### src/rtl/pipe_cpu.sv
// rtl/pipe_cpu.sv - 4-stage pipelined CPU (fetch, read/forward, execute, writeback)
module pipe_cpu #(
  parameter int D_BITS = 16,
  parameter int A_BITS = 8,
  parameter int R_BITS = 3
) (
  input  logic                  clk,
  input  logic                  rst,
  input  logic                  stall,
  input  logic [3*R_BITS+3:0]   instr,
  output logic [A_BITS-1:0]     pc,
  output logic                  halted,
  output logic                  wb_en,
  output logic [R_BITS-1:0]     wb_addr,
  output logic [D_BITS-1:0]     wb_data
);

  localparam int INSTR_BITS = 4 + 3*R_BITS;
  localparam int N_REGS     = 1 << R_BITS;

  localparam logic [3:0] OP_NOP   = 4'd0;
  localparam logic [3:0] OP_ADD   = 4'd1;
  localparam logic [3:0] OP_SUB   = 4'd2;
  localparam logic [3:0] OP_AND   = 4'd3;
  localparam logic [3:0] OP_OR    = 4'd4;
  localparam logic [3:0] OP_XOR   = 4'd5;
  localparam logic [3:0] OP_LOADC = 4'd6;
  localparam logic [3:0] OP_JMP   = 4'd7;
  localparam logic [3:0] OP_JZ    = 4'd8;
  localparam logic [3:0] OP_HALT  = 4'd15;

  // F/R boundary: raw instruction word (all-zero word is a NOP)
  logic [INSTR_BITS-1:0] ir;
  logic [3:0]            ir_op;
  logic [R_BITS-1:0]     ir_dest, ir_s1, ir_s2;

  // R/E boundary: decoded fields plus resolved operand values
  logic [3:0]            rr_op;
  logic [R_BITS-1:0]     rr_dest, rr_s1, rr_s2;
  logic [D_BITS-1:0]     rr_a, rr_b;

  // E/W boundary: pending register write (addr/data zero when no write)
  logic                  er_en;
  logic [R_BITS-1:0]     er_addr;
  logic [D_BITS-1:0]     er_data;

  logic [D_BITS-1:0]     regs [N_REGS];

  // Execute-stage combinational results
  logic [D_BITS-1:0]     e_res;
  logic                  e_wr;
  logic                  e_fwd;
  logic                  e_taken;
  logic [A_BITS-1:0]     e_target;
  logic                  e_halt;

  // Read-stage operands after forwarding
  logic [D_BITS-1:0]     r_a, r_b;

  assign ir_op   = ir[INSTR_BITS-1 -: 4];
  assign ir_dest = ir[3*R_BITS-1 -: R_BITS];
  assign ir_s1   = ir[2*R_BITS-1 -: R_BITS];
  assign ir_s2   = ir[R_BITS-1:0];

  // Writes to r0 are dropped here so they never forward or reach the file
  assign e_fwd = e_wr && (rr_dest != '0);

  // Execute: ALU, constant load, branch resolution and halt detection
  always_comb begin
    e_res    = '0;
    e_wr     = 1'b0;
    e_taken  = 1'b0;
    e_target = '0;
    e_halt   = 1'b0;
    case (rr_op)
      OP_ADD:   begin e_res = rr_a + rr_b; e_wr = 1'b1; end
      OP_SUB:   begin e_res = rr_a - rr_b; e_wr = 1'b1; end
      OP_AND:   begin e_res = rr_a & rr_b; e_wr = 1'b1; end
      OP_OR:    begin e_res = rr_a | rr_b; e_wr = 1'b1; end
      OP_XOR:   begin e_res = rr_a ^ rr_b; e_wr = 1'b1; end
      OP_LOADC: begin e_res = D_BITS'({rr_s1, rr_s2}); e_wr = 1'b1; end
      OP_JMP:   begin e_taken = 1'b1; e_target = A_BITS'({rr_s1, rr_s2}); end
      OP_JZ:    begin e_taken = (rr_a == '0); e_target = A_BITS'({rr_dest, rr_s2}); end
      OP_HALT:  e_halt = 1'b1;
      default:  ;
    endcase
  end

  // Operand read: youngest producer first (E, then W, then register file)
  always_comb begin
    r_a = regs[ir_s1];
    if (ir_s1 == '0)                          r_a = '0;
    else if (e_fwd && (rr_dest == ir_s1))     r_a = e_res;
    else if (er_en && (er_addr == ir_s1))     r_a = er_data;
    r_b = regs[ir_s2];
    if (ir_s2 == '0)                          r_b = '0;
    else if (e_fwd && (rr_dest == ir_s2))     r_b = e_res;
    else if (er_en && (er_addr == ir_s2))     r_b = er_data;
  end

  // Register file: write-back at end of W, frozen while stalled
  always_ff @(posedge clk) begin
    if (!rst) begin
      for (int i = 0; i < N_REGS; i++) regs[i] <= '0;
    end else if (!stall && er_en) begin
      regs[er_addr] <= er_data;
    end
  end

  // Pipeline advance: redirect/flush on taken branch, freeze on halt
  always_ff @(posedge clk) begin
    if (!rst) begin
      pc      <= '0;
      halted  <= 1'b0;
      ir      <= '0;
      rr_op   <= OP_NOP;
      rr_dest <= '0;
      rr_s1   <= '0;
      rr_s2   <= '0;
      rr_a    <= '0;
      rr_b    <= '0;
      er_en   <= 1'b0;
      er_addr <= '0;
      er_data <= '0;
    end else if (!stall) begin
      er_en   <= e_fwd;
      er_addr <= e_fwd ? rr_dest : '0;
      er_data <= e_fwd ? e_res : '0;
      if (halted || e_halt || e_taken) begin
        if (halted || e_halt) halted <= 1'b1;
        else                  pc <= e_target;
        ir      <= '0;
        rr_op   <= OP_NOP;
        rr_dest <= '0;
        rr_s1   <= '0;
        rr_s2   <= '0;
        rr_a    <= '0;
        rr_b    <= '0;
      end else begin
        pc      <= pc + 1'b1;
        ir      <= instr;
        rr_op   <= ir_op;
        rr_dest <= ir_dest;
        rr_s1   <= ir_s1;
        rr_s2   <= ir_s2;
        rr_a    <= r_a;
        rr_b    <= r_b;
      end
    end
  end

  // Observation port is silent while in reset or stalled
  assign wb_en   = rst & ~stall & er_en;
  assign wb_addr = rst ? er_addr : '0;
  assign wb_data = rst ? er_data : '0;

endmodule

### config.mk
export PLATFORM = sky130hd
export DESIGN_NAME = pipe_cpu
export DESIGN_NICKNAME = d
export VERILOG_FILES = /design/src/rtl/pipe_cpu.sv
export SDC_FILE = /design/constraint.sdc
export NUM_CORES = 1
export LEC_CHECK = 0
export ABC_AREA = 1
export CAP_MARGIN = 25
export CORE_ASPECT_RATIO = 1.2
export CORE_MARGIN = 3
export CORE_UTILIZATION = 54
export CTS_BUF_LIST = sky130_fd_sc_hd__clkbuf_16
export DETAILED_ROUTE_END_ITERATION = 16
export GPL_ROUTABILITY_DRIVEN = 0
export PLACE_DENSITY_LB_ADDON = 0.12
export SLEW_MARGIN = 15
export SYNTH_ARGS = -nofsm -noshare
export SYNTH_HDL_FRONTEND = slang
export SYNTH_SLANG_ARGS = --single-unit
export TNS_END_PERCENT = 5
### constraint.sdc
create_clock -name clk -period 4.5 [get_ports clk]
set_input_delay 0.9 -clock clk [delete_from_list [all_inputs] [get_ports clk]]
set_output_delay 0.9 -clock clk [all_outputs]
set_load 0.05 [all_outputs]
==> summary.txt, run 1 <==
Run status
  – Status: completed

Floorplanning
  – Die area: 26,190 sq um
  – Row count: 61
  – Die width: between 100 and 150 um
  – Ports: 45
  – Initial Util: a little under three fifths
  – Core area: 23,510 sq um
  – Die height: 176.7 um

Drt
  – Via count: 12,260
  – Total Wirelength: 38.27 mm
  – Routed len/inst: roughly 18 um
  – Initial DRC Count: 1,356
  – Detail Route Antenna Nets: 0
  – First-pass DRT Iterations: 6
  – Drt drc: 0
  – Vias per inst: between 5 and 6

Finish
  – Layout area overhead: 9.286%
  – Layout cells sized above 1: a little over 6%
  – # nets final: ~1,800
  – # diodes: 0
  – Fillcell total: 2,235

Clocking
  – Total clock sinks: 221
  – Worst skew pair latency: 510 ps
  – Root buffer cell: clkbuf_16
  – Post-cts resize count: 0
  – H-tree lvl count: 1
  – Post-CTS Setup Repair Bufs: 0
  – Clk slew on worst S/H paths: 60 ps
  – CTS Buf Count: 23
  – Clock Tree Buf Depth: 3
  – Hold Buf Count CTS: 0
  – TritonCTS clock tree: built

Worst setup path
  – Worst Setup Start Kind: flop
  – Critical path required time: 4870 ps
  – Worst path arrival time: 3780 ps
  – Crit Reg-Reg Startpoint: rr_b[1]
  – R2r endpoint: rr_a[15]
  – Crit-path max FO: 5
  – Crit. End Element: flop
  – Worst r2r path cells: 20
  – WS Path Type: reg2reg
  – FF-to-FF setup slack: 1080 ps

Timing
  – Worst-Margin Slew: 989.3 ps
  – Fin crit share: 75.93%
  – Clock skew: approximately 13 ps
  – Fmax: 0.2927 GHz
  – Final setup viols: 0
  – Max Slew Vio Count: 0
  – Setup TNS: 0 ps
  – Final worst slack: 1083 ps
  – RSZ-0062 raised after global routing: false
  – Minimum clock period: between 3000 and 4000 ps
  – Final hold vios: 0
  – Hold Slack: about 470 ps
  – Slew headroom: 33.98%

Logic synthesis
  – Cell area after synthesis: 13,110 sq um
  – Synthesized flop and latch total: roughly 220
  – Ys Warns: 0
  – Syn nets: 1,817
  – Async set-reset flop share out of synthesis: 0%
  – Leading register cell type out of synthesis: edfxtp_1
  – Gate Count Post-Synth: 1,751
  – Yosys cell types: 48
  – EDFF count, synth: 128
  – Mean Syn Cell Area: 7.487 sq um
  – Post-synthesis sequential area ratio: 43.52%

Worst hold path
  – Hold Path Class: reg2reg
  – Hold Crit Start: rr_s1[1]
  – Hold Path Cell Cnt: 2
  – WHS Endpoint: rr_s1[1]

Placed design
  – DPL Wire Length: 26.01 mm
  – Count of input and output buffers: 44
  – Post-Place Setup Slack: between 1000 and 1500 ps

Power and ir drop
  – Worst VDD drop: 284.7 uV
  – Total Power: 4.868 mW
  – Logic pwr share: 18.1%
  – Sw Ratio: between 20% and 30%
  – Pwr dens: about 340 nW/um^2
  – Clock power frac: around a third
  – Pleak: approximately 5.7 nW
  – Int Pwr: around 3.4 mW
  – Psw: 1.447 mW
  – Share of power burned in registers: 46.6%

Global routing
  – Pin count of the biggest net entering global routing: 64
  – First-pass GRT wire length: 60.00 mm
  – Vias in the first global route: 11,480
  – GRT Residual Overflow: 0
  – Global Route Usage Sum: ~29%
  – Initial antenna violation count: 0

Flow run
  – Max Cap Viol: 0
[synthesized netlist by cell type, types with 2 or more instances]
master | number | area share (%)
nand2_1 | 352 | 10
nor2_1 | 280 | 8.0
a21oi_1 | 162 | 6.2
nand3_1 | 145 | 5.5
inv_1 | 140 | 4.0
o21ai_0 | 133 | 5.1
edfxtp_1 | 128 | 29
dfxtp_1 | 93 | 14
clkbuf_1 | 59 | 1.7
ha_1 | 49 | 4.7
buf_2 | 30 | 1.1
o221ai_1 | 26 | 1.7
xor2_1 | 19 | 1.3
o22ai_1 | 12 | 0.57
o211ai_1 | 10 | 0.57
a221oi_1 | 9 | 0.60
a31oi_1 | 9 | 0.43
clkinv_1 | 9 | 0.26
o21ai_1 | 9 | 0.34
nor3_1 | 8 | 0.31
inv_2 | 7 | 0.20
buf_4 | 6 | 0.34
xnor2_1 | 6 | 0.40
nand4_1 | 5 | 0.24
or2_2 | 5 | 0.24
a21oi_2 | 4 | 0.27
nand2_2 | 4 | 0.19
nor3_2 | 3 | 0.23
o31ai_1 | 3 | 0.17
a211oi_1 | 2 | 0.11
a22oi_1 | 2 | 0.11
buf_1 | 2 | 0.057
nor2_4 | 2 | 0.17
nor4_1 | 2 | 0.095
o21ai_2 | 2 | 0.13
o21bai_1 | 2 | 0.11
[cells by family (layout without fill, tap and decap cells)]
logic type | count (synthesis) | after routing | share of synthesized area (%)
buf+inv | 254 | 265 | 7.788
compound gates | 389 | 389 | 16.67
fa+ha+maj | 50 | 50 | 4.829
xor+xnor | 25 | 25 | 1.670
flops | 221 | 221 | 43.52
simple gates | 812 | 812 | 25.52
[worst max path at each step]
stage / startpoint / to / slack [ps] / depth (start not counted)
5_1_grt: rr_b[1] / rr_b[15] / 570 / 20
4_1_cts: rr_b[1] / rr_a[15] / 1070 / 20
2_1_floorplan: rst / regs[0][0] / 1230 / 8
6_report: rr_b[1] / rr_a[15] / 1080 / 20
3_3_place_gp: rst / regs[4][13] / 1170 / 8
3_5_place_dp: rst / regs[6][13] / 1110 / 7
[power groups by stage]
stage | Sequential, mW | Combinational (mW) | Clock, mW
after CTS | 2.27 | 0.872 | 1.72
final | 2.27 | 0.883 | 1.72
after floorplan | 2.30 | 0.639 | 0
after detailed placement | 2.31 | 0.867 | 0
after global placement | 2.31 | 0.845 | 0
after global routing | 2.28 | 0.992 | 1.79
[stage by stage]
stage | util (%) | area (sq um) | instances
2_1_floorplan | - | 13110 | 1751
3_3_place_gp | 57.88 | 13610 | 2032
3_5_place_dp | 58.12 | 13660 | 2035
4_1_cts | 60.92 | 14320 | 2076
5_1_grt | 60.95 | 14330 | 2077
6_report | 60.95 | 14330 | 2077
[cell usage in the layout, fill, tap and decap left out, types with 42 or more instances in the layout]
cell type / synthesis / routed
nand2_1: 352 / 352
inv_1: 140 / 145
ha_1: 49 / 49
nor2_1: 280 / 280
edfxtp_1: 128 / 128
a21oi_1: 162 / 162
dfxtp_1: 93 / 91
o21ai_0: 133 / 133
nand3_1: 145 / 145
buf_4: 6 / 42
[routing by layer]
metal | part of all wire, % | GRT usage (%) | routed length [um] | up-vias
li1 | - | - | - | 5876
met1 | 41 | 38.72 | 15810 | 5763
met2 | 48 | 48.12 | 18240 | 532
met3 | 8.5 | 3.381 | 3245 | 89
met4 | 2.6 | 9.241 | 980 | 0
met5 | 0 | 0 | 0 | -
[flip-flops by register name (all words and copies together), names as in the netlist, named ones only]
register	cells
rr_s1	3
pc	8
rr_op	4
rr_a	16
rr_b	16
regs	128
er_en	1
er_data	16
halted	1
ir	13
er_addr	3
rr_dest	3
rr_s2	3
[layout make-up]
type	count	area [sq um]	share of cell area (%)
inverter	156	585.6	4.087
sequential	221	5708	39.84
multi-input combinational	1276	6384	44.56
clock buffer	23	575.6	4.017
timing repair buffer	68	598.1	4.174
clock inverter	18	82.58	0.5764
tap	315	394.1	2.751
[critical path: stages (launching register included)]
cell	delay, ps
dfxtp_1	330
inv_1	120
ha_1	160
inv_1	50
nor3_1	210
nand3_1	140
nor3_1	300
nand3_1	180
o31ai_1	280
xor2_1	110
ha_1	370
nand2_1	110
nor2_1	210
and2_1	180
nand2_1	50
nand3_1	60
nand2_1	50
nand3_1	140
nand3_1	90
nand2_1	70
a21oi_1	60
Note: power is estimated with default switching activity, not from simulation.
==> run 2: changes to the inputs <==
==> constraint.sdc (replaced) <==
create_clock -name clk -period 2.9 [get_ports clk]
set_input_delay 0.58 -clock clk [delete_from_list [all_inputs] [get_ports clk]]
set_output_delay 0.58 -clock clk [all_outputs]
set_load 0.05 [all_outputs]
==> summary.txt, run 2 (synthesis gave the netlist of run 1 again) <==
Clocking
  – Clk slew on worst S/H paths: 70 ps
  – Root buffer cell: clkbuf_16
  – TritonCTS clock tree: built
  – Worst skew pair latency: 510 ps
  – Total clock sinks: about 220
  – CTS Buf Count: 22
  – H-tree lvl count: 1
  – Hold Buf Count CTS: 0
  – Clock Tree Buf Depth: 3

Worst setup path
  – Delay-heaviest family, CP: buffers and inverters
  – Worst Setup Start Kind: flop
  – CP dominant cell by count: buf_4
  – FF-to-FF setup slack: -50 ps
  – Worst Setup EP: er_data[11]
  – Crit-path max FO: 4
  – Crit. End Element: flop
  – Critical Path Stages: 21
  – WS Path Type: reg2reg
  – CP peak stage delay: 330 ps
  – R2r endpoint: er_data[11]
  – Origin of the worst setup path: rr_b[0]
  – Critical path required time: 3260 ps
  – Worst path bufs/invs: 8
  – Worst r2r path cells: 21
  – Crit Reg-Reg Startpoint: rr_b[0]
  – Critical Path, Cell by Cell: inv_2 -> buf_4 -> buf_4 -> buf_4 -> nand3_2 -> buf_4 -> o41ai_2 -> buf_4 -> xor2_1 -> ha_1 -> nand2_2 -> inv_1 -> nand2_1 -> nand2_1 -> buf_4 -> a21oi_1 -> nand2_1 -> nand3_1 -> nand2_1 -> nand2_1 -> o21ai_0
  – CP max stage cell: dfxtp_2
  – Worst path arrival time: 3310 ps

Floorplanning
  – Core area: 23,510 sq um
  – Ports: 45
  – Row count: 61
  – Initial Util: 55.77%
  – Die area: 26,190 sq um
  – Die width: 148.2 um
  – Die height: 176.7 um

Global routing
  – Global Route Usage Sum: 30.19%
  – First-pass GRT wire length: 64.21 mm
  – GRT Residual Overflow: 0
  – Vias in the first global route: 12,250
  – Initial antenna violation count: 0
  – Pin count of the biggest net entering global routing: 63

Power and ir drop
  – Logic pwr share: 20.6%
  – Share of power burned in registers: 43.8%
  – Sw Ratio: between 20% and 30%
  – Clock power frac: 35.6%
  – Int Pwr: roughly 5.7 mW
  – Pleak: between 6 and 7 nW
  – Pwr dens: ~520 nW/um^2
  – Worst VDD drop: 355.7 uV
  – Psw: 2.362 mW

Placed design
  – Post-Place Setup Slack: -301.4 ps
  – # placed instances: 2,089
  – DPL Wire Length: approximately 27 mm
  – Count of input and output buffers: 44

Timing
  – Fin crit share: 101.6%
  – Fmax: 0.3394 GHz
  – Clock skew: 13.34 ps
  – Minimum clock period: 2947 ps
  – Final hold vios: 0
  – Final worst slack: -46.57 ps
  – Final setup viols: 4
  – Slew headroom: around 52%
  – Max Slew Vio Count: 0
  – RSZ-0062 raised after global routing: true
  – Worst-Margin Slew: 717.7 ps

Drt
  – First-pass DRT Iterations: 8
  – Drt drc: 0
  – Initial DRC Count: 1,280
  – Total Wirelength: between 30 and 40 mm
  – Routed len/inst: 18.67 um
  – Vias per inst: 5.943
  – Via count: approximately 13,000
  – Detail Route Antenna Nets: 0

Finish
  – Layout cells sized above 1: between 10% and 20%
  – Cell Count, Final, Fillers Out: 2,132
  – Most common cell after layout, fill and taps aside: nand2_1
  – # nets final: 1,867
  – # diodes: 0
  – Fillcell total: 2,097
  – Layout area overhead: 16.83%
  – Largest register by flop count: regs
  – Most frequent cells in the layout: 344 x nand2_1, 276 x nor2_1, 153 x a21oi_1, 139 x inv_1, 137 x nand3_1
  – Max reg flops: 128

Worst hold path
  – Hold Path Class: in2reg
  – Hold Path Cell Cnt: 3

Run status
  – Failing checks: negative setup slack
  – Status: complete, but fails checks

Flow run
  – Max Cap Viol: 0
## run 2: cell count changes in the layout (fill, tap and decap cells not counted), sizes merged
cell      change
buf          +56
bufinv        +1
clkinvlp      -1
clkbuf        +2
inv           -3
## run 2: power by group through the flow
| stage | Sequential, mW | Combinational, mW | Clock, mW |
|---|---|---|---|
| 6_report | 3.52 | 1.65 | 2.86 |
| 5_1_grt | 3.53 | 1.84 | 3.01 |
| 4_1_cts | 3.51 | 1.54 | 2.87 |
| 3_5_place_dp | 3.58 | 1.50 | 0 |
| 3_3_place_gp | 3.57 | 1.47 | 0 |
| 2_1_floorplan | 3.56 | 0.991 | 0 |
## run 2: final cells by class
cell class | count | area, sq um | share of cell area (%)
tap | 315 | 394.1 | 2.573
inverter | 156 | 585.6 | 3.823
timing repair buffer | 124 | 1299 | 8.480
multi-input combinational | 1276 | 6608 | 43.14
clock inverter | 15 | 93.84 | 0.6127
clock buffer | 25 | 625.6 | 4.085
sequential | 221 | 5710 | 37.28
## run 2: worst min-delay path by stage
stage | slack [ps] | startpoint | end
3_5_place_dp | 460 | ir[12] | ir[12]
6_report | 430 | stall | rr_dest[0]
5_1_grt | 470 | stall | rr_s1[1]
4_1_cts | 420 | stall | rr_dest[0]
3_3_place_gp | 450 | rr_s2[2] | rr_s2[2]
2_1_floorplan | 450 | rr_s1[0] | rr_s1[0]
## run 2: worst min-delay path: stages
cell and delay, ps:
buf_2 180, nand2_1 80, a21oi_1 50
## run 2: metal layers
| layer | part of all wire [%] | GRT usage [%] | vias to the layer above | wire, um |
|---|---|---|---|---|
| met5 | 0 | 0 | - | 0 |
| met4 | 2.9 | 9.280 | 0 | 1164 |
| met3 | 8.1 | 3.023 | 100 | 3230 |
| met2 | 48 | 50.89 | 614 | 19070 |
| met1 | 41 | 41.39 | 5978 | 16330 |
| li1 | - | - | 5979 | - |
## run 2: through the flow
step                utilization, %  power (mW)  cell area, sq um  setup TNS, ps  hold WS, ps
floorplan                        -       4.556             13110              0        445.3
global placement             61.04       5.039             14350         -933.4        454.4
detailed placement           61.04       5.072             14350          -2385        460.1
CTS                          64.54       7.920             15170          -1174        419.9
global route                 65.15       8.371             15320          -5094        466.7
finish                       65.15       8.025             15320         -65.20        429.1
## run 2: repair_timing
item                       CTS  global route
pin swaps                   10            15
cloned                       0             0
resized for setup           21            41
setup endpoints to repair   18            32
setup buffers                2             1
